<file path="src/rtl/uart_tx_fifo.sv">
// ---------------------------------------------------------------------------
// uart_tx_fifo
//
// Transmit-side byte queue sitting directly in front of the uart core.
// Bus/CPU logic pushes bytes at full clock rate; the block buffers them in a
// circular FIFO and hands them to the UART one at a time through the UART's
// transmit / tx_byte / is_transmitting handshake.
//
// Parameters
//   DEPTH_LOG2     FIFO holds 2**DEPTH_LOG2 bytes.
//   START_TIMEOUT  clk cycles to wait for uart_is_transmitting to rise after
//                  a launch before the byte is abandoned.
//
// Ports
//   clk                   clock
//   rst                   synchronous, active-high reset
//   wr_en / wr_data       push one byte this cycle
//   flush                 discard every queued, not-yet-launched byte
//   full / empty / level  occupancy, decoded from the registered level count
//   overflow              one-cycle pulse: a write was dropped because full
//   launch_err            one-cycle pulse: UART never accepted a launched byte
//   busy                  bytes queued or a handshake in progress
//   uart_transmit         to UART transmit, registered one-cycle pulse
//   uart_tx_byte          to UART tx_byte, held from one pop to the next
//   uart_is_transmitting  from UART is_transmitting
// ---------------------------------------------------------------------------
module uart_tx_fifo #(
  parameter int DEPTH_LOG2    = 4,
  parameter int START_TIMEOUT = 15
) (
  input  logic                  clk,
  input  logic                  rst,
  input  logic                  wr_en,
  input  logic [7:0]            wr_data,
  input  logic                  flush,
  output logic                  full,
  output logic                  empty,
  output logic [DEPTH_LOG2:0]   level,
  output logic                  overflow,
  output logic                  launch_err,
  output logic                  busy,
  output logic                  uart_transmit,
  output logic [7:0]            uart_tx_byte,
  input  logic                  uart_is_transmitting
);

  localparam int DEPTH   = 1 << DEPTH_LOG2;
  localparam int LEVEL_W = DEPTH_LOG2 + 1;
  // The timeout counter only ever holds 0..START_TIMEOUT-1.
  localparam int CNT_W   = (START_TIMEOUT > 1) ? $clog2(START_TIMEOUT) : 1;

  localparam logic [LEVEL_W-1:0]    LEVEL_FULL = LEVEL_W'(DEPTH);
  localparam logic [LEVEL_W-1:0]    LEVEL_ONE  = LEVEL_W'(1);
  localparam logic [DEPTH_LOG2-1:0] PTR_ONE    = DEPTH_LOG2'(1);
  localparam logic [CNT_W-1:0]      CNT_ONE    = CNT_W'(1);
  localparam logic [CNT_W-1:0]      CNT_LAST   = CNT_W'(START_TIMEOUT - 1);

  typedef enum logic [1:0] {
    IDLE       = 2'd0,
    LAUNCH     = 2'd1,
    WAIT_START = 2'd2,
    WAIT_DONE  = 2'd3
  } state_t;

  // -------------------------------------------------------------------------
  // Storage and queue bookkeeping
  // -------------------------------------------------------------------------
  logic [7:0]            mem [DEPTH];
  logic [DEPTH_LOG2-1:0] wr_ptr_reg;
  logic [DEPTH_LOG2-1:0] rd_ptr_reg;
  logic [LEVEL_W-1:0]    level_reg;
  logic [LEVEL_W-1:0]    level_next;
  logic                  overflow_reg;

  // -------------------------------------------------------------------------
  // Launch FSM state and registered UART-side outputs
  // -------------------------------------------------------------------------
  state_t                state_reg;
  logic [CNT_W-1:0]      cnt_reg;
  logic                  transmit_reg;
  logic                  launch_err_reg;
  logic [7:0]            tx_byte_reg;

  logic                  full_int;
  logic                  empty_int;
  logic                  do_write;
  logic                  drop_write;
  logic                  do_pop;

  assign full_int  = (level_reg == LEVEL_FULL);
  assign empty_int = (level_reg == '0);

  // Flush has priority over a write: the byte is silently discarded and is
  // not reported as an overflow. A write into a full FIFO is dropped even if
  // a pop happens in the same cycle, because fullness is judged on the level
  // at the start of the cycle.
  assign do_write   = wr_en && !full_int && !flush;
  assign drop_write = wr_en &&  full_int && !flush;

  // The head is popped only when the UART is idle. Holding off during a
  // flush keeps a byte that is being discarded from slipping out.
  assign do_pop = (state_reg == IDLE) && !empty_int && !uart_is_transmitting
                  && !flush;

  always_comb begin
    level_next = level_reg;
    if (flush) begin
      level_next = '0;
    end else begin
      case ({do_write, do_pop})
        2'b10:   level_next = level_reg + LEVEL_ONE;
        2'b01:   level_next = level_reg - LEVEL_ONE;
        default: level_next = level_reg;
      endcase
    end
  end

  // Storage array: write port only, no reset so it maps onto block RAM.
  // Contents after reset are irrelevant because level gates every read.
  always_ff @(posedge clk) begin
    if (do_write) begin
      mem[wr_ptr_reg] <= wr_data;
    end
  end

  always_ff @(posedge clk) begin
    if (rst) begin
      wr_ptr_reg   <= '0;
      rd_ptr_reg   <= '0;
      level_reg    <= '0;
      overflow_reg <= 1'b0;
    end else begin
      level_reg    <= level_next;
      overflow_reg <= drop_write;
      if (do_write) begin
        wr_ptr_reg <= wr_ptr_reg + PTR_ONE;
      end
      // Flush empties the queue by snapping the read side onto the write
      // side; nothing is written during a flush so wr_ptr is stable here.
      if (flush) begin
        rd_ptr_reg <= wr_ptr_reg;
      end else if (do_pop) begin
        rd_ptr_reg <= rd_ptr_reg + PTR_ONE;
      end
    end
  end

  // -------------------------------------------------------------------------
  // Launch FSM
  //   IDLE       -> pop head into tx_byte, raise transmit for the next cycle
  //   LAUNCH     -> transmit is high in this cycle only; clear the counter
  //   WAIT_START -> wait for the UART to start, give up after START_TIMEOUT
  //   WAIT_DONE  -> wait for the UART frame to finish
  // A flush never disturbs an in-flight handshake. Reset drops straight to
  // IDLE, and IDLE itself waits for !uart_is_transmitting, so a frame the
  // UART is still sending after reset is never collided with.
  // -------------------------------------------------------------------------
  always_ff @(posedge clk) begin
    if (rst) begin
      state_reg      <= IDLE;
      cnt_reg        <= '0;
      transmit_reg   <= 1'b0;
      launch_err_reg <= 1'b0;
      tx_byte_reg    <= 8'h00;
    end else begin
      transmit_reg   <= 1'b0;
      launch_err_reg <= 1'b0;
      case (state_reg)
        IDLE: begin
          if (do_pop) begin
            // Registered read of the head entry.
            tx_byte_reg  <= mem[rd_ptr_reg];
            transmit_reg <= 1'b1;
            state_reg    <= LAUNCH;
          end
        end
        LAUNCH: begin
          cnt_reg   <= '0;
          state_reg <= WAIT_START;
        end
        WAIT_START: begin
          if (uart_is_transmitting) begin
            state_reg <= WAIT_DONE;
          end else if (cnt_reg == CNT_LAST) begin
            // START_TIMEOUT cycles spent waiting: abandon the byte, it is
            // not retried.
            launch_err_reg <= 1'b1;
            state_reg      <= IDLE;
          end else begin
            cnt_reg <= cnt_reg + CNT_ONE;
          end
        end
        WAIT_DONE: begin
          if (!uart_is_transmitting) begin
            state_reg <= IDLE;
          end
        end
        default: begin
          state_reg <= IDLE;
        end
      endcase
    end
  end

  // -------------------------------------------------------------------------
  // Outputs
  // -------------------------------------------------------------------------
  assign full          = full_int;
  assign empty         = empty_int;
  assign level         = level_reg;
  assign overflow      = overflow_reg;
  assign launch_err    = launch_err_reg;
  assign busy          = !empty_int || (state_reg != IDLE);
  assign uart_transmit = transmit_reg;
  assign uart_tx_byte  = tx_byte_reg;

endmodule
</file>
<file path="config.mk">
export PLATFORM = sky130hd
export DESIGN_NAME = uart_tx_fifo
export DESIGN_NICKNAME = d
export VERILOG_FILES = /design/src/rtl/uart_tx_fifo.sv
export SDC_FILE = /design/constraint.sdc
export NUM_CORES = 1
export LEC_CHECK = 0
export CAP_MARGIN = 40
export CELL_PAD_IN_SITES_DETAIL_PLACEMENT = 2
export CELL_PAD_IN_SITES_GLOBAL_PLACEMENT = 2
export CORE_MARGIN = 2
export CORE_UTILIZATION = 41
export CTS_BUF_LIST = sky130_fd_sc_hd__clkbuf_8
export CTS_CLUSTER_DIAMETER = 80
export DETAILED_ROUTE_END_ITERATION = 16
export GPL_TIMING_DRIVEN = 0
export PLACE_DENSITY = 0.88
export SLEW_MARGIN = 20
export SYNTH_ARGS = -nofsm -noshare
export SYNTH_HDL_FRONTEND = slang
export SYNTH_SLANG_ARGS = --single-unit
</file>
<file path="constraint.sdc">
create_clock -name clk -period 3.61 [get_ports clk]
set_clock_uncertainty 0.2 [all_clocks]
set_input_delay 1.083 -clock clk [delete_from_list [all_inputs] [get_ports clk]]
set_output_delay 1.083 -clock clk [all_outputs]
set_load 0.02 [all_outputs]
</file>
==> flow_metrics.tcl <==
set metrics [dict create \
    syn_area_per_cell_sq_um 15.50 \
    worstHoldStart "uart_tx_byte[3]" \
    synthFlopType "edfxtp_1" \
    drcViolationCount 0 \
    gr-total-overflow 0 \
    antenna_found_initial 0 \
    clkTransAtPathRegs_ps 110 \
    root_buffer "clkbuf_8" \
    max_freq_mhz 285.1 \
    hold_path_class "flip-flop to flip-flop" \
    grt_usage_pct 21.98 \
    power.density_nw_per_um2 462.3 \
    finalHoldViolCount 0 \
    yosysSeqAreaShare_pct 68.61 \
    async_flop_share_pct 0 \
    status "completed" \
    path_class "primary input to flip-flop" \
    dp_hpwl_um 11600 \
    clockBufferDepth 2 \
    syn_nets 442 \
    worstPathArrival_ps 3720 \
    cts_buffers 17 \
    max_slew_margin_pct 44.31 \
    place.gp.congestion 0.7501 \
    cap_violations 0 \
    end_kind "flip-flop" \
    synthTopCellsByArea "edfxtp_1 59%, dfxtp_1 9.3%, mux4_2 5.6%" \
    ys_ff_latch 158 \
    period_share_pct 97.18 \
    cp-startpoint "flush" \
    syn_area_sq_um 6477 \
    fin_tns_setup_ps 0 \
    n_antenna_cell 0 \
    initial_utilization_pct 42.30 \
    synth-edff-count 128 \
    cts_sinks 158 \
    die_area_sq_um 16820 \
    multiInputGateArea_sq_um 1936 \
    rows 45 \
    cts_tree "done" \
    wl_um 17740 \
    vias 3871 \
    r2r_cells 13 \
    yosys_warnings 0 \
    core_sq_um 15310 \
    required_ps 3820 \
    peakVddDrop_mv 0.3071 \
    yosysTopAreaCellShare_pct 59.34 \
    grt_pass1_vias 4340 \
    synth.most_common_cell "edfxtp_1" \
    die_y_um 129.7 \
    hold_depth 2 \
    die_w_um 129.7 \
    clk_latency_ps 480 \
    tightestPinTransition_ps 830.9 \
    postSynthCellCount 418 \
    min_period_ps 3508 \
    largest_register_ffs 128 \
    timing.rr.start "level[0]" \
    ys_types 45 \
    slew_violations 0 \
    grt_max_degree 19 \
    portBuffers 30 \
    ant_nets 0 \
    cts-htree-levels 4 \
    synth_top_area_cell "edfxtp_1" \
    area_growth_pct 17.31 \
    cp-start-kind "primary input" \
    via_per_inst 5.491 \
    drt_iter0_markers 243 \
    setup_viol 0 \
    drt_first_pass_iters 4 \
    p_leak_nw 2.415 \
    hold_slack_ps 343.0 \
    pin_count 32 \
    finalNetCount 505 \
    seqCellArea_sq_um 4446 \
    grt_pass1_wl_um 26450 \
    synth_common_cells "128 x edfxtp_1, 38 x nor2_1, 35 x mux2i_1" \
    worstPathMaxFanout 9 \
    drt-wirelength-per-cell_um 25.16 \
    fillers 1449 \
    drive_gt1_share_pct 19.43 \
]
repair_timing:
item | 4_1_cts | 5_1_grt
pin swaps | 2 | 3
resized for setup | 8 | 3
hold buffers | 0 | 0
endpoints found under the hold margin | 0 | 0
setup buffers | 3 | 3
setup endpoints to repair | 4 | 2
cells in the final DEF (no fill, tap or decap), types with 7 or more instances in the layout:
cell type | netlist | routed
a211oi_1 | 10 | 10
a21oi_1 | 8 | 8
a311oi_2 | 8 | 8
buf_4 | 0 | 16
clkbuf_1 | 12 | 11
clkbuf_8 | 1 | 18
clkdlybuf4s50_1 | 0 | 27
dfxtp_1 | 30 | 29
edfxtp_1 | 128 | 128
ha_1 | 11 | 10
inv_8 | 0 | 7
mux2i_1 | 35 | 35
mux4_2 | 16 | 16
nand2_1 | 19 | 19
nand2b_1 | 8 | 8
nor2_1 | 38 | 38
o22ai_1 | 18 | 18
xor2_1 | 7 | 7
worst paths after layout:
path	end	slack, ps
setup / recovery	level[4]	100
hold / removal	uart_tx_byte[3]	340
setup reg to reg	level[4]	120
hold reg to reg	uart_tx_byte[3]	340
kinds of logic after synthesis:
| logic type | after synthesis | synth area share (%) |
|---|---|---|
| DFF | 158 | 68.61 |
| and+or+nand+nor | 99 | 7.341 |
| AOI/OAI and AO/OA | 58 | 7.051 |
| muxes | 52 | 11.15 |
| buffers and inverters | 29 | 2.241 |
| xor gates and xnor gates | 11 | 1.487 |
| adders and majority gates | 11 | 2.125 |
report_power, final:
part,switching (mW),total [mW],internal [mW],leakage (nW)
sequential,0.0139,1.99,1.98,1.40
combinational,0.119,0.189,0.0698,0.818
clock,0.803,1.33,0.528,0.201
routing by layer:
layer / vias up / GRT usage, % / share of wire (%)
met2: 83 / 39.24 / 54
met4: 0 / 8.159 / 2.1
met3: 26 / 3.813 / 2.8
met1: 2027 / 26.82 / 41
met5: - / 0 / 0
li1: 1735 / - / -
cell type report:
cell class / instances / share of cell area [%]
plain buffers: 23 / 1.696
clock buffers: 17 / 3.079
clock inverters: 15 / 2.141
inverters: 5 / 0.2470
multi-input cells: 231 / 25.47
flip-flops and latches: 158 / 58.50
well taps: 211 / 3.474
repair buffers: 45 / 5.384
worst max-delay path, cell delays in order:
cell,delay (ps)
clkdlybuf4s50_1,420
nand2b_1,220
a21oi_4,160
inv_1,90
ha_1,230
buf_4,180
xor2_1,150
ha_2,190
a211o_1,270
a21oi_1,160
a211oi_1,70
or3_1,320
a21oi_1,170
through the flow:
stage	util (%)	power, mW	cell area, sq um	std cells	worst slack (ps)
finish	49.62	3.512	7599	705	102.0
CTS	49.04	3.524	7510	694	59.56
detailed placement	46.15	2.210	7068	659	-903.6
floorplan	-	2.123	6484	418	63.28
global route	49.62	3.613	7599	705	-20.31
global placement	46.02	2.196	7048	659	-730.5
No activity file was read; power rests on OpenSTA's default activity.
